`config.mk`:
```
export PLATFORM = sky130hd
export DESIGN_NAME = mio_bus_ctrl
export DESIGN_NICKNAME = d
export VERILOG_FILES = /design/src/rtl/mio_pkg.sv /design/src/rtl/mio_timer.sv /design/src/rtl/mio_bus_ctrl.sv
export SDC_FILE = /design/constraint.sdc
export NUM_CORES = 1
export LEC_CHECK = 0
export ABC_AREA = 1
export BUFFER_PORTS_ARGS = -buffer_cell sky130_fd_sc_hd__buf_2
export CAP_MARGIN = 30
export CORE_ASPECT_RATIO = 1.2
export CORE_MARGIN = 4
export CORE_UTILIZATION = 35
export CTS_BUF_LIST = sky130_fd_sc_hd__clkbuf_2
export CTS_CLUSTER_DIAMETER = 120
export DETAILED_ROUTE_END_ITERATION = 8
export PLACE_DENSITY = 0.54
export RECOVER_POWER = 100
export SYNTH_ARGS = -nofsm -noshare
export SYNTH_HDL_FRONTEND = slang
export SYNTH_SLANG_ARGS = --single-unit
```
`constraint.sdc`:
```
create_clock -name clk -period 6 [get_ports clk]
set_input_delay 1.2 -clock clk [delete_from_list [all_inputs] [get_ports clk]]
set_output_delay 1.2 -clock clk [all_outputs]
set_load 0.02 [all_outputs]
```
`src/rtl/mio_pkg.sv`:
```
// Shared types and address map for the memory/IO bus controller.
// Holds the FSM states, target selects and the address decode helper.
package mio_pkg;

    typedef enum logic [1:0] {
        ST_IDLE     = 2'd0,
        ST_RAM_ACC  = 2'd1,
        ST_RAM_WAIT = 2'd2,
        ST_RESP     = 2'd3
    } state_e;

    typedef enum logic [2:0] {
        TGT_RAM     = 3'd0,
        TGT_GPIO    = 3'd1,
        TGT_SW      = 3'd2,
        TGT_TMR_CNT = 3'd3,
        TGT_TMR_CMP = 3'd4,
        TGT_NONE    = 3'd5
    } target_e;

    localparam logic [3:0]  RAM_REGION   = 4'h0;
    localparam logic [31:0] GPIO_BASE    = 32'hE000_0000;
    localparam logic [31:0] SW_BASE      = 32'hF000_0000;
    localparam logic [31:0] TMR_CNT_ADDR = 32'hF000_0004;
    localparam logic [31:0] TMR_CMP_ADDR = 32'hF000_0008;
    localparam logic [31:0] WORD_MASK    = 32'hFFFF_FFFC;

    // Byte-lane bits are dropped so every register answers on its whole word.
    function automatic target_e decode_target(input logic [31:0] addr);
        target_e tgt;
        logic [31:0] word_addr;
        word_addr = addr & WORD_MASK;
        if (addr[31:28] == RAM_REGION) begin
            tgt = TGT_RAM;
        end else if (word_addr == GPIO_BASE) begin
            tgt = TGT_GPIO;
        end else if (word_addr == SW_BASE) begin
            tgt = TGT_SW;
        end else if (word_addr == TMR_CNT_ADDR) begin
            tgt = TGT_TMR_CNT;
        end else if (word_addr == TMR_CMP_ADDR) begin
            tgt = TGT_TMR_CMP;
        end else begin
            tgt = TGT_NONE;
        end
        return tgt;
    endfunction

endpackage

```
`src/rtl/mio_timer.sv`:
```
// Free-running 32-bit timer with a compare register and a sticky match flag.
// Register writes take priority over the increment and over a same-cycle match.
module mio_timer (
    input  logic        clk,
    input  logic        reset,
    input  logic        cnt_we,
    input  logic        cmp_we,
    input  logic [31:0] wdata,
    output logic [31:0] count,
    output logic [31:0] compare,
    output logic        irq
);

    logic [31:0] count_r;
    logic [31:0] compare_r;
    logic        irq_r;
    logic        match_s;

    assign match_s = (count_r == compare_r);

    // Count, compare and sticky irq state.
    always_ff @(posedge clk) begin
        if (reset) begin
            count_r   <= 32'd0;
            compare_r <= 32'hFFFF_FFFF;
            irq_r     <= 1'b0;
        end else begin
            if (cnt_we) begin
                count_r <= wdata;
            end else begin
                count_r <= count_r + 32'd1;
            end

            if (cmp_we) begin
                compare_r <= wdata;
            end

            // Writing compare acknowledges the interrupt, even on a match.
            if (cmp_we) begin
                irq_r <= 1'b0;
            end else if (match_s) begin
                irq_r <= 1'b1;
            end
        end
    end

    assign count   = count_r;
    assign compare = compare_r;
    assign irq     = irq_r;

endmodule

```
`src/rtl/mio_bus_ctrl.sv`:
```
// Memory/IO bus controller between the CPU and RAM, GPIO, switches and timer.
// Every target completes through the same one-cycle mio_ready handshake.
module mio_bus_ctrl
    import mio_pkg::*;
#(
    parameter int          RAM_AW      = 10,
    parameter int          RAM_WAIT    = 2,
    parameter logic [31:0] UNMAPPED_RD = 32'h0000_0000
) (
    input  logic              clk,
    input  logic              reset,
    input  logic              cpu_req,
    input  logic              cpu_we,
    input  logic [31:0]       cpu_addr,
    input  logic [31:0]       cpu_wdata,
    output logic [31:0]       cpu_rdata,
    output logic              mio_ready,
    output logic              bus_err,
    output logic              ram_en,
    output logic              ram_we,
    output logic [RAM_AW-1:0] ram_addr,
    output logic [31:0]       ram_wdata,
    input  logic [31:0]       ram_rdata,
    input  logic [15:0]       sw_in,
    output logic [15:0]       gpio_out,
    output logic              timer_irq
);

    localparam logic [3:0] WAIT_LOAD = (RAM_WAIT > 0) ? 4'(RAM_WAIT - 1) : 4'd0;

    state_e      state_r;
    logic [3:0]  wait_cnt_r;
    logic        we_r;
    logic [31:0] cap_r;
    logic [31:0] cpu_rdata_r;
    logic        ready_r;
    logic        bus_err_r;
    logic [15:0] gpio_r;

    target_e     tgt_s;
    logic        accept_s;
    logic        ram_sel_s;
    logic        cnt_we_s;
    logic        cmp_we_s;
    logic [31:0] periph_rdata_s;
    logic [31:0] tmr_count_s;
    logic [31:0] tmr_compare_s;
    logic        tmr_irq_s;

    assign tgt_s    = decode_target(cpu_addr);
    assign accept_s = (state_r == ST_IDLE) && cpu_req;

    // The RAM is synchronous, so its strobe must be live in the accept cycle
    // for read data to be ready when RAM_ACC captures it.
    assign ram_sel_s = accept_s && (tgt_s == TGT_RAM) && !reset;
    assign cnt_we_s  = accept_s && cpu_we && (tgt_s == TGT_TMR_CNT);
    assign cmp_we_s  = accept_s && cpu_we && (tgt_s == TGT_TMR_CMP);

    mio_timer u_timer (
        .clk     (clk),
        .reset   (reset),
        .cnt_we  (cnt_we_s),
        .cmp_we  (cmp_we_s),
        .wdata   (cpu_wdata),
        .count   (tmr_count_s),
        .compare (tmr_compare_s),
        .irq     (tmr_irq_s)
    );

    // Peripheral read-data selection for the current request.
    always_comb begin
        periph_rdata_s = 32'd0;
        case (tgt_s)
            TGT_GPIO:    periph_rdata_s = {16'h0000, gpio_r};
            TGT_SW:      periph_rdata_s = {16'h0000, sw_in};
            TGT_TMR_CNT: periph_rdata_s = tmr_count_s;
            TGT_TMR_CMP: periph_rdata_s = tmr_compare_s;
            TGT_NONE:    periph_rdata_s = UNMAPPED_RD;
            default:     periph_rdata_s = 32'd0;
        endcase
    end

    // Access FSM, GPIO register and registered CPU-side outputs.
    always_ff @(posedge clk) begin
        if (reset) begin
            state_r     <= ST_IDLE;
            wait_cnt_r  <= 4'd0;
            we_r        <= 1'b0;
            cap_r       <= 32'd0;
            cpu_rdata_r <= 32'd0;
            ready_r     <= 1'b0;
            bus_err_r   <= 1'b0;
            gpio_r      <= 16'h0000;
        end else begin
            ready_r   <= 1'b0;
            bus_err_r <= 1'b0;
            case (state_r)
                ST_IDLE: begin
                    if (cpu_req) begin
                        we_r <= cpu_we;
                        if (tgt_s == TGT_RAM) begin
                            state_r <= ST_RAM_ACC;
                        end else begin
                            if (cpu_we && (tgt_s == TGT_GPIO)) begin
                                gpio_r <= cpu_wdata[15:0];
                            end
                            cpu_rdata_r <= cpu_we ? 32'd0 : periph_rdata_s;
                            ready_r     <= 1'b1;
                            bus_err_r   <= (tgt_s == TGT_NONE);
                            state_r     <= ST_RESP;
                        end
                    end
                end
                ST_RAM_ACC: begin
                    if (RAM_WAIT > 0) begin
                        cap_r      <= we_r ? 32'd0 : ram_rdata;
                        wait_cnt_r <= WAIT_LOAD;
                        state_r    <= ST_RAM_WAIT;
                    end else begin
                        cpu_rdata_r <= we_r ? 32'd0 : ram_rdata;
                        ready_r     <= 1'b1;
                        state_r     <= ST_RESP;
                    end
                end
                ST_RAM_WAIT: begin
                    if (wait_cnt_r == 4'd0) begin
                        cpu_rdata_r <= cap_r;
                        ready_r     <= 1'b1;
                        state_r     <= ST_RESP;
                    end else begin
                        wait_cnt_r <= wait_cnt_r - 4'd1;
                    end
                end
                ST_RESP: begin
                    state_r <= ST_IDLE;
                end
                default: begin
                    state_r <= ST_IDLE;
                end
            endcase
        end
    end

    assign ram_en    = ram_sel_s;
    assign ram_we    = ram_sel_s && cpu_we;
    assign ram_addr  = cpu_addr[RAM_AW+1:2];
    assign ram_wdata = cpu_wdata;

    assign cpu_rdata = cpu_rdata_r;
    assign mio_ready = ready_r;
    assign bus_err   = bus_err_r;
    assign gpio_out  = gpio_r;
    assign timer_irq = tmr_irq_s;

endmodule

```
After elaboration in Yosys (flattened, before gate mapping)
Cells that the tools add are included.
{ "totals": {"output_inout_bits": 95, "elab_cells": 78, "ff_bits": 154} }
{ "classes": {"mux": 23, "n_reduce_logical": 22, "eq_ne": 17, "add_sub_neg": 2, "n_bitwise": 3} }
{ "op_table": {"columns": ["op", "n"], "rows": [
  ["$mux W32", 6],
  ["$pmux W32 S4", 1],
  ["$eq A30 B30 Y1 const B", 4],
  ["$pmux W32 S2", 1],
  ["$add A32 B1 Y32 const B", 1],
  ["$eq A32 B32 Y1", 1],
  ["$mux W3", 4],
  ["$logic_and A1 B1 Y1", 8],
  ["$logic_not A4 Y1", 2],
  ["$ne A2 B2 Y1 const B", 4],
  ["$pmux W2 S4", 1],
  ["$pmux W4 S2", 1],
  ["$reduce_and A4 Y1", 2],
  ["$eq A3 B2 Y1 const B", 2],
  ["$eq A3 B3 Y1 const B", 2],
  ["$mux W2", 3],
  ["$reduce_and A2 Y1", 3],
  ["$eq A2 B2 Y1 const B", 2],
  ["$mux W1", 4],
  ["$mux W4", 1],
  ["$reduce_bool A2 Y1", 2],
  ["$reduce_or A4 Y1", 1],
  ["$sub A4 B1 Y4 const B", 1],
  ["$eq A3 B1 Y1 const B", 1],
  ["7 further kinds", 9]
]} }

Depth between registers and ports, before layout
{ "logic_depth": {"word_depth": 12, "mapped_depth": 12} }

By module
From an unflattened synthesis, not the netlist that was laid out.
{ "hier_totals": {"hier_cells": 1267, "hier_area_um2": 8475.6} }
{ "by_module_without_submodules": {"columns": ["module", "area_per_inst_um2", "instances", "cells_each", "seq_area_each_um2"], "rows": [
  ["mio_bus_ctrl", 4798.4, 1, 691, 1781.7],
  ["mio_timer", 3677.3, 1, 576, 1301.2]
]} }

Least setup slack after synthesis
Ideal clock, no wire load.
{ "synth_path": {"path_kind": "input-to-output", "startpoint": "input cpu_addr[28]", "endpoint": "output ram_we", "path_slack_ns": 2.444, "path_stages": 5, "t_required_ns": 4.800, "path_buffers": 2, "arrival_ns": 2.356, "path_cell_list": "nor2_1 nand2_1 buf_2 buf_1 nor4_1"} }
{ "synth_via": {"elab_chain_cells": 10, "elab_cells_between_ends": 14, "cone_classes": "4 x eq/ne; 5 x mux; 5 x reduce/logical"} }
{ "synth_lines": {"columns": ["item", "line", "source"], "rows": [
  ["start, declared", "mio_bus_ctrl.sv:14", "input logic [31:0] cpu_addr,"],
  ["$eq A30 B30 Y1", "mio_pkg.sv:41", "end else if (word_addr == TMR_CMP_ADDR) begin"],
  ["$mux W1", "mio_pkg.sv:41", null],
  ["$mux W3", "mio_pkg.sv:39", "end else if (word_addr == TMR_CNT_ADDR) begin"],
  ["$mux W3", "mio_pkg.sv:37", "end else if (word_addr == SW_BASE) begin"],
  ["$mux W3", "mio_pkg.sv:35", "end else if (word_addr == GPIO_BASE) begin"],
  ["$mux W3 (*)", "mio_pkg.sv:33", "if (addr[31:28] == RAM_REGION) begin"],
  ["$logic_not A3 Y1 (*)", "mio_bus_ctrl.sv:55", "assign ram_sel_s = accept_s && (tgt_s == TGT_RAM) && !reset;"],
  ["$logic_and A1 B1 Y1 (*) (2 in a row)", "mio_bus_ctrl.sv:55", null],
  ["$logic_and A1 B1 Y1 (*)", "mio_bus_ctrl.sv:145", "assign ram_we = ram_sel_s && cpu_we;"],
  ["end, declared", "mio_bus_ctrl.sv:20", "output logic ram_we,"]
]} }
Every way passes the cells marked *; elsewhere a longest branch is shown, timed or not.

Final worst setup path
{ "layout_path": {"startpoint": "input reset", "endpoint": "output ram_we"} }
{ "layout_via": {"elab_chain_cells": 3} }
{ "layout_lines": {"columns": ["item", "line", "source"], "rows": [
  ["start, declared", "mio_bus_ctrl.sv:11", "input logic reset,"],
  ["$logic_not A1 Y1", "mio_bus_ctrl.sv:55", null],
  ["$logic_and A1 B1 Y1", "mio_bus_ctrl.sv:55", null],
  ["$logic_and A1 B1 Y1", "mio_bus_ctrl.sv:145", null]
]} }
Every way passes these cells.

==> impl_metrics.py <==
metrics = {
    "status": {
        "violations": "capacitance limit, slew limit",
        "status": "finished, violations left",
    },
    "clock_tree": {
        "cts_resized": 0,
        "cts_hold_buf": 0,
        "clk_pin_slew_ns": 0.21,
        "cts.path.max_buffers": 2,
        "cts_root_buf": "clkbuf_2",
        "clock-sinks": 154,
        "post_cts_buffers": 0,
        "cts_tree": "built",
        "insertion_delay_ns": 0.74,
        "cts_buffers": 17,
        "htreeDepth": 4,
    },
    "placement": {
        "gp_congestion": 0.866,
        "dpl_cell_area_um2": 9230,
        "portBuffers": 208,
        "dp_hpwl_um": 19700,
    },
    "floorplan": {
        "die-area_um2": 26100,
        "initial_core_util": 0.356,
        "row_count": 61,
        "io_pins": 211,
        "die_h_um": 176,
        "core_um2": 23200,
        "die_x_um": 148,
    },
    "setup_path": {
        "crit_fanout": 28,
        "r2r_start": "state_r[0]$_SDFFE_PP0P_",
        "timing.rr.end": "u_timer.compare[16]$_SDFFE_PP1P_",
        "end_kind": "output port",
        "crit_buf_inv": 3,
        "rr_worst_depth": 8,
        "critPathMaxStageDelay_ns": 1.15,
        "crit_path_top_delay_cell": "clkbuf_1",
        "startpoint_type": "primary input",
        "crit_required_ns": 4.80,
        "path_delay_family": "buffers and inverters",
        "critPathArrivalTime_ns": 3.19,
        "crit_top_cell": "clkbuf_1",
        "worstSetupPathType": "in2out",
        "crit_path_start": "reset",
        "crit_chain": "buf_2 > clkbuf_1 > nor4_1 > clkbuf_1",
        "rrSetupSlack_ns": 2.38,
    },
    "global_routing": {
        "grt_pass1_wl_um": 42100,
        "grt_overflow": 0,
        "grtUsageTotal": 0.202,
        "grt_pass1_vias": 7709,
        "grt_max_degree": 66,
        "antenna_found_initial": 2,
    },
    "yosys": {
        "synth_edf_count": 0,
        "synth_warnings": 0,
        "synthesis.nets": 1289,
        "postSynth.asyncResetShare": 0,
        "syn_avg_cell_area_um2": 7.08,
        "synthFlopType": "dfxtp_1",
        "syn_area_um2": 8270,
        "synthCells": 1167,
        "synth.distinct_cells": 40,
        "synth-seq-cells": 154,
        "yosysSeqAreaShare": 0.373,
    },
    "hold_path": {
        "min-delay-path-class": "reg2reg",
        "holdPathEnd": "we_r$_SDFFE_PP0P_",
        "hold_start": "we_r$_SDFFE_PP0P_",
        "worst_hold_path.num_cells": 2,
    },
    "route": {
        "initialDrtViolationCount": 557,
        "vias_per_cell": 5.03,
        "wl_per_cell_um": 16.4,
        "drtAntennaViolNets": 0,
        "drcViolationCount": 0,
        "drt_first_pass_iters": 5,
        "wl_um": 26700,
        "vias": 8160,
    },
    "final_layout": {
        "area_growth_pct": 12.8,
        "final_common_cell": "nand2_1",
        "mostFrequentLayoutCells": "226 x nand2_1, 154 x dfxtp_1, 128 x a21oi_1",
        "nets": 1415,
        "fin_area_um2": 9320,
        "drive_above_1_share": 0.142,
    },
    "timing": {
        "fmax_mhz": 228,
        "setup_violations": 0,
        "period_share": 0.731,
        "slew_viol_final": 184,
        "fin_setup_tns_ns": 0,
        "rsz0062_at_grt": "no",
        "worst_pin_slew_ns": 2.81,
        "period_needed_ns": 4.39,
        "slew_headroom": -0.873,
        "hold_violations": 0,
        "finClkSkew_ns": 0.0426,
    },
    "flow_run": {
        "cap_viol_max_count": 4,
    },
    "pwr": {
        "power_density_nw_per_um2": 287,
        "peakVddDrop_v": 0.000150,
        "p_leak_nw": 3.97,
        "finalPower_mw": 2.68,
    },
}
==> worst max-delay path by stage <==
| stage | endpoint | slack (ns) | cells past startpoint |
|---|---|---|---|
| final | ram_we | 1.61 | 4 |
| after global placement | gpio_out[3]$_SDFFE_PP0P_ | 2.29 | 9 |
| after detailed placement | ram_we | 2.39 | 4 |
| after global routing | ram_en | 1.46 | 4 |
| after floorplan | ram_we | 2.44 | 5 |
| after CTS | ram_we | 2.38 | 4 |
==> routing by layer <==
metal	routed length, um	track usage	up-vias
li1	-	-	4154
met1	12400	0.285	3747
met2	12300	0.322	230
met3	1420	0.0300	29
met4	514	0.0558	0
met5	0	0	-
==> power breakdown <==
| group | total (mW) | internal [mW] | switching, mW | leakage [nW] |
|---|---|---|---|---|
| Clock | 0.570 | 0.192 | 0.378 | 0.133 |
| Combinational | 0.883 | 0.283 | 0.600 | 2.58 |
| Sequential | 1.23 | 1.15 | 0.0723 | 1.25 |
==> through the flow <==
stage	setup slack, ns	util	instances	hold slack [ns]
2_1_floorplan	2.44	-	1167	0.445
3_3_place_gp	2.29	0.395	1586	0.452
3_5_place_dp	2.39	0.398	1589	0.459
4_1_cts	2.38	0.408	1621	0.482
5_1_grt	1.46	0.402	1623	0.501
6_report	1.61	0.402	1623	0.479
==> flip-flops by register name, indices dropped and copies added, names as in the netlist <==
register,flops
u_timer.compare,32
cpu_rdata,32
mio_ready,1
u_timer.count,32
we_r,1
cap_r,32
state_r,2
wait_cnt_r,4
u_timer.irq,1
bus_err,1
gpio_out,16
==> cell families (layout without fill, tap and decap cells) <==
group	after synthesis	count (layout)	synth area share
AND/OR/NAND/NOR	481	481	0.278
other	0	2	0
XOR/XNOR	34	34	0.0360
AO/OA/AOI/OAI	275	275	0.182
buffers and inverters	217	356	0.122
flip-flops	154	154	0.373
adder cells (fa/ha/maj)	6	6	0.00908
==> layout make-up <==
| cell class | count | area [um2] |
|---|---|---|
| Fill cell | 2595 | 13900 |
| Clock inverter | 12 | 126 |
| Antenna cell | 2 | 5.00 |
| Sequential cell | 154 | 3080 |
| Tap cell | 315 | 394 |
| Timing Repair Buffer | 221 | 1060 |
| Multi-Input combinational cell | 796 | 4170 |
| Clock buffer | 20 | 100 |
| Inverter | 103 | 387 |
==> worst reg2reg max path, delay by kind of cell (launching register included) <==
| family | cells | cell delay, ns |
|---|---|---|
| AND/OR/NAND/NOR | 4 | 0.62 |
| buffers and inverters | 2 | 2.08 |
| flip-flops | 1 | 0.40 |
| AO/OA/AOI/OAI | 1 | 0.19 |
| adder cells (fa/ha/maj) | 1 | 0.24 |
==> cells in the mapped netlist, types with 2 or more instances <==
cell	n	area, um2
nand2_1	225	845
dfxtp_1	154	3080
a21oi_1	128	641
inv_1	100	375
nand3_1	74	370
o21ai_0	66	330
nand4_1	62	388
nor2_1	61	229
buf_4	45	338
clkbuf_1	41	154
o211ai_1	32	240
o21ai_1	28	140
nor3_1	19	95.1
xnor2_1	18	158
buf_2	16	80.1
xor2_1	16	140
a31oi_1	10	62.6
buf_1	10	37.5
nor4_1	8	50.1
or2_2	7	43.8
ha_1	6	75.1
nor2_2	6	37.5
a211oi_1	5	37.5
nor2_4	4	45.0
nor2_8	4	80.1
inv_2	3	11.3
nand2_2	3	18.8
nand2_4	2	22.5
nand3_2	2	20.0
o21a_1	2	15.0
(Power assumes the default switching activity.)
